`config.mk`:
```
export PLATFORM = sky130hd
export DESIGN_NAME = bus_uart_tx
export DESIGN_NICKNAME = d
export VERILOG_FILES = /design/src/rtl/bus_uart_tx.sv
export SDC_FILE = /design/constraint.sdc
export NUM_CORES = 1
export LEC_CHECK = 0
export BUFFER_PORTS_ARGS = -buffer_cell sky130_fd_sc_hd__buf_2
export CORE_AREA = 2 2 117 119
export CTS_CLUSTER_SIZE = 16
export DETAILED_ROUTE_END_ITERATION = 8
export DIE_AREA = 0 0 119 121
export PLACE_DENSITY = 0.58
export SYNTH_ARGS = -nofsm -noshare
export SYNTH_HDL_FRONTEND = slang
export SYNTH_SLANG_ARGS = --single-unit
```
`constraint.sdc`:
```
create_clock -name gclk -period 7.5 [get_ports gclk]
set_input_delay 0.75 -clock gclk [delete_from_list [all_inputs] [get_ports gclk]]
set_output_delay 0.75 -clock gclk [all_outputs]
set_load 0.1 [all_outputs]
```
`src/rtl/bus_uart_tx.sv`:
```
// Memory-mapped 8N1 serial transmitter: register window, byte FIFO and shift FSM.
// Read data is registered one cycle; ReadHit tells the top level to select this block.
module bus_uart_tx #(
   parameter int unsigned           WORD_WIDTH   = 16,
   parameter logic [WORD_WIDTH-1:0] BASE_ADDR    = 16'hFF00,
   parameter int unsigned           FIFO_DEPTH   = 8,
   parameter int unsigned           CLKS_PER_BIT = 16
) (
   input  logic                  gclk,
   input  logic                  PowerOn_n,
   input  logic                  MemWriteFlag,
   input  logic [WORD_WIDTH-1:0] MemWriteAddr,
   input  logic [WORD_WIDTH-1:0] MemWriteData,
   input  logic [WORD_WIDTH-1:0] MemReadAddr,
   output logic [WORD_WIDTH-1:0] MemReadData,
   output logic                  ReadHit,
   output logic                  TxD,
   output logic                  TxBusy
);
   localparam int unsigned PTR_W  = $clog2(FIFO_DEPTH);
   localparam int unsigned CNT_W  = PTR_W + 1;
   localparam int unsigned BAUD_W = $clog2(CLKS_PER_BIT);

   typedef enum logic [1:0] {IDLE, START, DATA, STOP} state_e;

   state_e              state_q, state_d;
   logic [BAUD_W-1:0]   baud_q, baud_d;
   logic [2:0]          bit_q, bit_d;
   logic [7:0]          shift_q, shift_d;
   logic                tx_q, tx_d;
   logic [7:0]          mem_q [FIFO_DEPTH];
   logic [7:0]          mem_d [FIFO_DEPTH];
   logic [PTR_W-1:0]    wr_ptr_q, wr_ptr_d, rd_ptr_q, rd_ptr_d;
   logic [CNT_W-1:0]    count_q, count_d;
   logic                enable_q, enable_d;
   logic                ov_q, ov_d;
   logic [WORD_WIDTH-1:0] rd_data_q, rd_data_d;
   logic                hit_q;

   logic [WORD_WIDTH-1:0] wr_rel, rd_rel;
   logic                wr_hit, rd_hit, push_req, ctrl_wr, flush, ov_clr;
   logic                empty, full, bit_done, pop, push_ok, drop, busy_c;
   logic [3:0]          cnt_sat;
   logic [7:0]          status_c;
   logic                unused_c;

   // Window decode by offset so the compare wraps cleanly at any base
   assign wr_rel   = MemWriteAddr - BASE_ADDR;
   assign rd_rel   = MemReadAddr - BASE_ADDR;
   assign wr_hit   = MemWriteFlag && (wr_rel[WORD_WIDTH-1:2] == '0);
   assign rd_hit   = (rd_rel[WORD_WIDTH-1:2] == '0);
   assign push_req = wr_hit && (wr_rel[1:0] == 2'd0);
   assign ctrl_wr  = wr_hit && (wr_rel[1:0] == 2'd2);
   assign flush    = ctrl_wr && MemWriteData[1];
   assign ov_clr   = ctrl_wr && MemWriteData[2];
   assign unused_c = ^MemWriteData[WORD_WIDTH-1:8];

   assign empty    = (count_q == '0);
   assign full     = (count_q == CNT_W'(FIFO_DEPTH));
   assign bit_done = (baud_q == BAUD_W'(CLKS_PER_BIT - 1));
   // A waiting byte is taken from IDLE, or straight out of the last stop cycle
   assign pop      = enable_q && !empty &&
                     ((state_q == IDLE) || ((state_q == STOP) && bit_done));
   assign push_ok  = push_req && !flush && (!full || pop);
   assign drop     = push_req && full && !pop;
   assign busy_c   = (state_q != IDLE) || !empty;
   assign cnt_sat  = (32'(count_q) > 32'd15) ? 4'hF : 4'(count_q);
   assign status_c = {cnt_sat, ov_q, busy_c, full, empty};

   // FIFO and control register next state
   always_comb begin
      mem_d    = mem_q;
      wr_ptr_d = wr_ptr_q;
      rd_ptr_d = rd_ptr_q;
      count_d  = count_q + CNT_W'(push_ok) - CNT_W'(pop);
      enable_d = ctrl_wr ? MemWriteData[0] : enable_q;
      ov_d     = (ov_q && !ov_clr) || drop;
      if (push_ok) begin
         mem_d[wr_ptr_q] = MemWriteData[7:0];
         wr_ptr_d        = wr_ptr_q + PTR_W'(1);
      end
      if (pop) rd_ptr_d = rd_ptr_q + PTR_W'(1);
      if (flush) begin
         wr_ptr_d = '0;
         rd_ptr_d = '0;
         count_d  = '0;
      end
   end

   always_comb begin
      rd_data_d = '0;
      if (rd_hit) begin
         case (rd_rel[1:0])
            2'd1:    rd_data_d = WORD_WIDTH'(status_c);
            2'd2:    rd_data_d = WORD_WIDTH'(enable_q);
            default: rd_data_d = '0;
         endcase
      end
   end

   always_ff @(posedge gclk or negedge PowerOn_n) begin
      if (!PowerOn_n) state_q <= IDLE;
      else            state_q <= state_d;
   end

   always_comb begin
      state_d = state_q;
      case (state_q)
         IDLE:    if (pop) state_d = START;
         START:   if (bit_done) state_d = DATA;
         DATA:    if (bit_done && (bit_q == 3'd7)) state_d = STOP;
         STOP:    if (bit_done) state_d = pop ? START : IDLE;
         default: state_d = IDLE;
      endcase
   end

   // Line level follows the state one cycle later; baud counter restarts per bit
   always_comb begin
      baud_d  = baud_q + BAUD_W'(1);
      bit_d   = bit_q;
      shift_d = shift_q;
      tx_d    = 1'b1;
      case (state_q)
         START:   tx_d = 1'b0;
         DATA:    tx_d = shift_q[0];
         default: tx_d = 1'b1;
      endcase
      if ((state_q == IDLE) || bit_done) baud_d = '0;
      if ((state_q == DATA) && bit_done) begin
         shift_d = shift_q >> 1;
         bit_d   = bit_q + 3'd1;
      end
      if (pop) begin
         shift_d = mem_q[rd_ptr_q];
         bit_d   = '0;
      end
   end

   always_ff @(posedge gclk or negedge PowerOn_n) begin
      if (!PowerOn_n) begin
         baud_q    <= '0;
         bit_q     <= '0;
         shift_q   <= '0;
         tx_q      <= 1'b1;
         wr_ptr_q  <= '0;
         rd_ptr_q  <= '0;
         count_q   <= '0;
         enable_q  <= 1'b0;
         ov_q      <= 1'b0;
         rd_data_q <= '0;
         hit_q     <= 1'b0;
         for (int unsigned i = 0; i < FIFO_DEPTH; i++) mem_q[i] <= '0;
      end else begin
         baud_q    <= baud_d;
         bit_q     <= bit_d;
         shift_q   <= shift_d;
         tx_q      <= tx_d;
         wr_ptr_q  <= wr_ptr_d;
         rd_ptr_q  <= rd_ptr_d;
         count_q   <= count_d;
         enable_q  <= enable_d;
         ov_q      <= ov_d;
         rd_data_q <= rd_data_d;
         hit_q     <= rd_hit;
         mem_q     <= mem_d;
      end
   end

   assign MemReadData = rd_data_q;
   assign ReadHit     = hit_q;
   assign TxD         = tx_q;
   assign TxBusy      = busy_c;

endmodule

```
### Word level (Yosys, flattened, before mapping)

Cells that the tools add are included.

| storage, ports and cells | value |
|---|---|
| register bits after elaboration | 111 |
| bits of input ports | 51 |
| output and inout bits | 19 |
| logic and storage cells | 107 |

| cells by class | value |
|---|---|
| add/sub/neg operators | 8 |
| $lt $le $gt $ge | 3 |
| eq/ne operators | 13 |
| mux-type cells | 25 |
| bitwise operators | 2 |
| reductions and logical operators | 36 |

Operator list:

| cell | number |
|---|---|
| 64-bit bitwise mux | 1 |
| 8-bit two-way mux | 6 |
| 16-bit subtractor (second input constant) | 2 |
| 14-bit logical NOT | 2 |
| 8-bit binary-select mux with 3-bit select | 1 |
| 8-bit demux with 3-bit select | 1 |
| 3-bit two-way mux | 6 |
| 1-bit logical AND | 16 |
| 8-bit case mux with 2 select lines | 1 |
| 3-bit by 1-bit adder with 3-bit output (second input constant) | 3 |
| 2-bit == test (second input constant) | 4 |
| 4-bit == test (second input constant) | 2 |
| 4-bit greater-or-equal comparator (second input constant) | 2 |
| 2-bit two-way mux | 4 |
| 4-bit two-way mux | 2 |
| 2-bit != test (second input constant) | 4 |
| 3-bit inverter with 4-bit output | 2 |
| 2-bit case mux with 4 select lines | 1 |
| 2-bit nonzero test | 4 |
| 1-bit logical NOT | 5 |
| 1-bit logical OR | 5 |
| 4-bit by 1-bit adder with 4-bit output | 1 |
| 4-bit by 1-bit adder with 4-bit output (second input constant) | 1 |
| 2-bit by 1-bit == test with 1-bit output (second input constant) | 2 |
| 8 further kinds | 9 |

### Logic depth before layout (Yosys ltp)

Gate-level depths: netlist (run 1).

| logic depth | value |
|---|---|
| word-level depth | 11 |
| mapped depth | 13 |
| gate-level depth less buffers | 12 |

### Worst setup path before layout (run 1)

No wires, ideal clock.

| timing | value |
|---|---|
| kind | register to register |
| start point | register count_q[2] (netlist: cnt_sat[2]) |
| end point | register count_q[2] (netlist: cnt_sat[2]) |
| setup time | 127 ps |
| arrival time | 2,386 ps |
| required time | 7,373 ps |
| setup slack | 4,988 ps |
| stages on the path, launching flop included | 12 |
| buffers on the path | 0 |
| clock period less this slack | 2,512 ps |
| cells stage by stage | dfrtp_1 > inv_1 > ha_1 > or3b_2 > nand3_2 > inv_2 > ha_1 > inv_1 > ha_1 > fa_1 > xnor2_1 > nor2_1 |

| on the way | value |
|---|---|
| cells in the longest elaborated chain, start to end | 9 |
| elaborated cells on any way between the ends | 11 |
| those cells by class | add/sub: 2; eq/ne: 1; mux: 1; reduce/logical: 7 |

RTL lines:

| element | line | text |
|---|---|---|
| from (decl) | 34 | `logic [CNT_W-1:0] count_q, count_d;` |
| from (signal assigned) | 160 | `count_q <= count_d;` |
| 4-bit logical NOT | 58 | `assign empty = (count_q == '0);` |
| 1-bit logical NOT | 62 | `assign pop = enable_q && !empty &&` |
| 1-bit logical AND (2 in a row) | 62 |  |
| 1-bit logical OR | 64 | `assign push_ok = push_req && !flush && (!full \|\| pop);` |
| 1-bit logical AND | 64 |  |
| 4-bit by 1-bit adder with 4-bit output | 75 | `count_d = count_q + CNT_W'(push_ok) - CNT_W'(pop);` |
| 4-bit by 1-bit subtractor with 4-bit output * | 75 |  |
| 4-bit two-way mux * | 83 | `if (flush) begin` |
| net count_d[2] | 34 |  |

Mark *: on every way through the listed nets, which the timed path passes. The rest lies on a longest branch.
A chain may end at the register's enable or synchronous reset.

### Worst setup path in the final report (run 1)

Same ends and word-level chain as after synthesis.

==> flow_metrics.env, run 1 <==
export IMPL_drive_gt1_share_pct=38.2
export IMPL_avgSynthCellArea_um2=13.2
export IMPL_hold_slack_ns=0.389
export IMPL_finClkSkew_ns=0.00616
export IMPL_final_cell_mix="dfrtp_1, mux2_2, buf_2, nand2_1, ha_1"
export IMPL_yosys_warnings=0
export IMPL_fin_tns_setup_ns=0
export IMPL_period_needed_ns=2.94
export IMPL_status="complete, no violations"
export IMPL_critical_path_class="flop to flop"
export IMPL_overflow=0
export IMPL_grt_pass1_vias=3360
export IMPL_wl_per_cell_um=15.9
export IMPL_p_leak_nw=2.93
export IMPL_maxCapViolations=0
export IMPL_post_route_drc_count=0
export IMPL_core_area_mm2=0.0131
export IMPL_final_max_slew_viol_count=0
export IMPL_crit_path_max_fanout=18
export IMPL_die_h_um=121
export IMPL_htreeDepth=3
export IMPL_async_flop_share_pct=100
export IMPL_fill_cells=1205
export IMPL_postCtsSetupRepairBufs=0
export IMPL_layout_commonest_cell="dfrtp_1"
export IMPL_num_vias=3175
export IMPL_num_antenna_cells=0
export IMPL_grt_start_max_net_pins=63
export IMPL_ys_seq_elements=103
export IMPL_finalNetCount=507
export IMPL_synth_edf_count=0
export IMPL_ant_nets=0
export IMPL_synth_distinct_cells=59
export IMPL_cts_buffers=9
export IMPL_pre_cts_ws_ns=4.57
export IMPL_irDropWorstVdd_v=0.000151
export IMPL_hold_viol_final=0
export IMPL_tritoncts="built"
export IMPL_clk_latency_ns=0.34
export IMPL_clock_path_buffers=2
export IMPL_worst_pin_slew_ns=0.880
export IMPL_slew_headroom_pct=41.3
export IMPL_root_buffer="clkbuf_16"
export IMPL_dr_pass1_iters=4
export IMPL_final_core_util_pct=44.6
export IMPL_cp_required_ns=7.72
export IMPL_synthFlopType="dfrtp_1"
export IMPL_fp_row_count=42
export IMPL_dp_hpwl_um=6820
export IMPL_seq_area_mm2=0.00258
export IMPL_cts_sinks=103
export IMPL_io_pins=70
export IMPL_fmax_ghz=0.340
export IMPL_crit_path_start_kind="flop"
export IMPL_syn_inst=390
export IMPL_reg2reg_from="cnt_sat[2]"
export IMPL_post_cts_resized=0
export IMPL_antenna_found_initial=0
export IMPL_yosysSeqAreaShare_pct=49.9
export IMPL_start_util_pct=39.5
export IMPL_p_total_w=0.00136
export IMPL_clk_pin_slew_worst_paths_ns=0.07
export IMPL_gr_usage_all_layers_pct=14.9
export IMPL_worstHoldPathType="input port to asynchronous set/reset pin"
export IMPL_wl_um=9860
export IMPL_multiInputGateArea_mm2=0.00240
export IMPL_grt_pass1_wl_um=16900
export IMPL_powerDensity_mw_per_mm2=233
export IMPL_arrival_ns=3.16
export IMPL_vias_per_cell=5.14
export IMPL_fin_ws_ns=4.56
export IMPL_syn_to_final_growth_pct=13.0
export IMPL_fin_crit_sh_pct=39.2
export IMPL_synth_cell_area_mm2=0.00517
export IMPL_setup_violations=0
export IMPL_gp_congestion=0.771
export IMPL_numPortBuffers=53
export IMPL_drtIter0Drc=131
export IMPL_dieWidth_um=119
export IMPL_holdBufCountCts=0
export IMPL_critPathLaunch="cnt_sat[2]"
export IMPL_rsz0062_at_grt="no"
export IMPL_cp_end_kind="flop"
export IMPL_dieArea_mm2=0.0144
## metrics by stage
| stage | cells | cell area, um^2 |
|---|---|---|
| after floorplan | 397 | 5190 |
| after global placement | 602 | 5520 |
| after detailed placement | 602 | 5520 |
| after CTS | 618 | 5840 |
| after global routing | 618 | 5840 |
| final | 618 | 5840 |
## power breakdown
part / internal (W) / switching (W) / total (W)
logic: 0.0000906 / 0.000171 / 0.000261
clock network: 0.000292 / 0.000206 / 0.000497
registers: 0.000581 / 0.0000193 / 0.000601
## layer usage
metal,routed length (um),track usage (%),vias to the layer above,share of wire [%]
met5,0,0,-,0
met4,141,5.28,0,1.4
met3,280,2.82,11,2.8
met2,4780,24.3,45,49
met1,4650,19.9,1624,47
li1,-,-,1495,-
## synth_stat cells, drive strengths merged, types with 3 or more instances
library cell	number	share of area [%]
a211oi	7	1.0
a21oi	6	0.58
a31oi	8	0.97
and3	4	0.48
and4	4	0.77
buf	17	2.7
clkbuf	9	0.65
dfrtp	102	49
ha	18	4.4
inv	12	0.87
mux2	66	15
mux4	16	7.0
nand2	29	2.1
nand3	4	0.48
nand4	8	1.6
nor2	15	1.1
nor2b	12	1.5
nor3	3	0.29
nor3b	4	0.58
nor4	3	1.1
o21ai	5	0.48
xnor2	5	0.85
## sequential cells by signal, summed over array words and instances (netlist names), 2 cells and up
signal,cells
mem_q,64
cnt_sat,4
bit_q,3
shift_q,8
baud_q,4
MemReadData,8
rd_ptr_q,3
state_q,2
wr_ptr_q,3
## cell type report
type,instances,share of cell area (%)
clock buffer,10,3.92
clock inverter,6,1.46
inverter,12,0.772
multi-input combinational,256,41.1
sequential,103,44.2
tap,176,3.77
timing repair buffer,55,4.84
## worst max-delay path, stage by stage (launching register included)
cell     delay, ns
dfrtp_1       0.36
inv_1         0.12
ha_1          0.23
or3b_2        0.50
nand3_2       0.33
inv_2         0.16
ha_1          0.30
inv_1         0.04
ha_1          0.22
fa_1          0.38
xnor2_1       0.15
nor2_1        0.05
## worst paths after layout
| path | endpoint | slack [ns] | cells past startpoint |
|---|---|---|---|
| setup / recovery | cnt_sat[2] | 4.56 | 11 |
| hold / removal | wr_ptr_q[1] | 0.39 | 1 |
| setup reg to reg | cnt_sat[2] | 4.56 | 11 |
| hold reg to reg | baud_q[0] | 0.50 | 1 |
| max in group asynchronous | mem_q[21] | 5.94 | 2 |
| min in group gclk | baud_q[0] | 0.50 | 1 |
## cells by family after synthesis
group	after synthesis	synth area share [%]
flops	103	49.9
xor+xnor	6	1.02
mux	83	22.2
compound gates	41	5.84
fa+ha+maj	19	4.75
buf+inv	38	4.21
other cells	1	0.0726
simple gates	99	12.0
Note: power is estimated with default switching activity, not from simulation.
==> run 2, diff against run 1 <==
==> constraint.sdc (replaced) <==
create_clock -name gclk -period 2.95 [get_ports gclk]
set_input_delay 0.295 -clock gclk [delete_from_list [all_inputs] [get_ports gclk]]
set_output_delay 0.295 -clock gclk [all_outputs]
set_load 0.1 [all_outputs]
==> run 2 against run 1 <==
Maximum frequency is 11% higher. Sequential share of layout area fell by 0.094 points. Cell count rose by 0.81%. Power up 150%. Count of clock-buffer cells in the layout up 1. Critical path type unchanged. Largest cell class unchanged.
==> flow_metrics.env, run 2 (synthesis gave the netlist of run 1 again) <==
export IMPL_vias_per_cell=5.11
export IMPL_layout_commonest_cell="dfrtp_1"
export IMPL_fmax_ghz=0.376
export IMPL_drive_gt1_share_pct=38.7
export IMPL_cts_buffers=9
export IMPL_drtIter0Drc=129
export IMPL_num_vias=3186
export IMPL_status="complete, no violations"
export IMPL_post_cts_resized=0
export IMPL_antenna_found_initial=0
export IMPL_numPortBuffers=53
export IMPL_holdBufCountCts=0
export IMPL_largest_reg_flops=64
export IMPL_root_buffer="clkbuf_16"
export IMPL_fin_crit_sh_pct=90.1
export IMPL_cp_num_buf_inv=0
export IMPL_fin_tns_setup_ns=0
export IMPL_grt_pass1_wl_um=16700
export IMPL_num_antenna_cells=0
export IMPL_grt_pass1_vias=3198
export IMPL_die_h_um=121
export IMPL_wl_um=9900
export IMPL_cp_required_ns=3.19
export IMPL_dp_hpwl_um=6920
export IMPL_syn_to_final_growth_pct=13.2
export IMPL_gr_usage_all_layers_pct=14.8
export IMPL_cts_sinks=103
export IMPL_dieArea_mm2=0.0144
export IMPL_cp_slowest_stage_delay_ns=0.52
export IMPL_crit_chain="ha_1, and3_1, a221o_1, nand2_1, nor2_1, ha_1, fa_1, nor2b_1"
export IMPL_tritoncts="built"
export IMPL_p_leak_nw=2.95
export IMPL_irDropWorstVdd_v=0.000317
export IMPL_htreeDepth=3
export IMPL_cp_slowest_cell="a221o_1"
export IMPL_clock_path_buffers=2
export IMPL_final_max_slew_viol_count=0
export IMPL_dr_pass1_iters=4
export IMPL_worstHoldPathType="input port to asynchronous set/reset pin"
export IMPL_finClkSkew_ns=0.0110
export IMPL_fp_row_count=42
export IMPL_final_core_util_pct=44.7
export IMPL_core_area_mm2=0.0131
export IMPL_rsz0062_at_grt="no"
export IMPL_clk_latency_ns=0.35
export IMPL_hold_slack_ns=0.129
export IMPL_critical_path_class="flop to flop"
export IMPL_slew_headroom_pct=29.2
export IMPL_wl_per_cell_um=15.9
export IMPL_crit_top_cell="ha_1"
export IMPL_gp_congestion=0.757
export IMPL_grt_start_max_net_pins=86
export IMPL_final_cell_mix="dfrtp_1, mux2_2, buf_2, nand2_1, ha_1"
export IMPL_top_register="mem_q"
export IMPL_hold_viol_final=0
export IMPL_arrival_ns=2.89
export IMPL_finalNetCount=512
export IMPL_setup_violations=0
export IMPL_ant_nets=0
export IMPL_post_route_drc_count=0
export IMPL_crit_family="adder cells"
export IMPL_overflow=0
export IMPL_cp_end_kind="flop"
export IMPL_start_util_pct=39.5
export IMPL_crit_path_max_fanout=10
export IMPL_dieWidth_um=119
export IMPL_maxCapViolations=0
export IMPL_postCtsSetupRepairBufs=0
export IMPL_powerDensity_mw_per_mm2=578
export IMPL_worst_pin_slew_ns=1.06
export IMPL_clk_pin_slew_worst_paths_ns=0.07
export IMPL_crit_path_start_kind="flop"
export IMPL_io_pins=70
export IMPL_period_needed_ns=2.66
-- run 2: changes by cell type in the layout (fill, tap and decap cells not counted) --
cell | before | now
inv_6 | 0 | 1
clkinvlp_4 | 2 | 1
clkbuf_1 | 1 | 2
buf_4 | 3 | 8
bufinv_16 | 2 | 1
-- run 2: where the power goes --
group	switching [W]	total (W)	internal, W
clock	0.000531	0.00119	0.000659
sequential	0.0000498	0.00153	0.00148
combinational	0.000435	0.000666	0.000231
-- run 2: layer usage --
metal | track usage (%) | wire, um | up-vias
li1 | - | - | 1516
met1 | 20.5 | 4680 | 1615
met2 | 23.4 | 4810 | 41
met3 | 2.07 | 212 | 14
met4 | 6.47 | 191 | 0
met5 | 0 | 0 | -
-- run 2: per-stage QoR --
stage | setup WS (ns) | cells | cell area (um^2) | power, W
final | 0.293 | 623 | 5850 | 0.00338
after global placement | 0.348 | 607 | 5560 | 0.00220
after CTS | 0.283 | 623 | 5850 | 0.00342
after detailed placement | 0.295 | 607 | 5560 | 0.00222
after global routing | 0.117 | 623 | 5850 | 0.00354
after floorplan | 0.438 | 397 | 5190 | 0.00208
-- run 2: final cells by class --
class                      count  area [um^2]
inverter                      12         45.0
clock inverter                 5         56.3
fill                        1189         7230
tap                          176          220
clock buffer                  11          233
sequential                   103         2580
timing repair buffer          60          320
multi-input combinational    256         2400
-- run 2: path summary, 6_finish.rpt --
path / startpoint / to / slack [ns] / depth (start not counted)
hold / removal: PowerOn_n / wr_ptr_q[2] / 0.13 / 1
max in group asynchronous: PowerOn_n / mem_q[63] / 2.03 / 2
hold reg to reg: mem_q[45] / mem_q[45] / 0.50 / 1
min in group gclk: MemReadAddr[11] / ReadHit / 0.21 / 3
setup reg to reg: baud_q[0] / cnt_sat[1] / 0.29 / 8
setup / recovery: baud_q[0] / cnt_sat[1] / 0.29 / 8
-- run 2: worst reg2reg max path: stages (launching register included) --
cell and delay [ns]:
dfrtp_1 0.40, ha_1 0.24, and3_1 0.37, a221o_1 0.52, nand2_1 0.14, nor2_1 0.14
ha_1 0.21, fa_1 0.41, nor2b_1 0.13
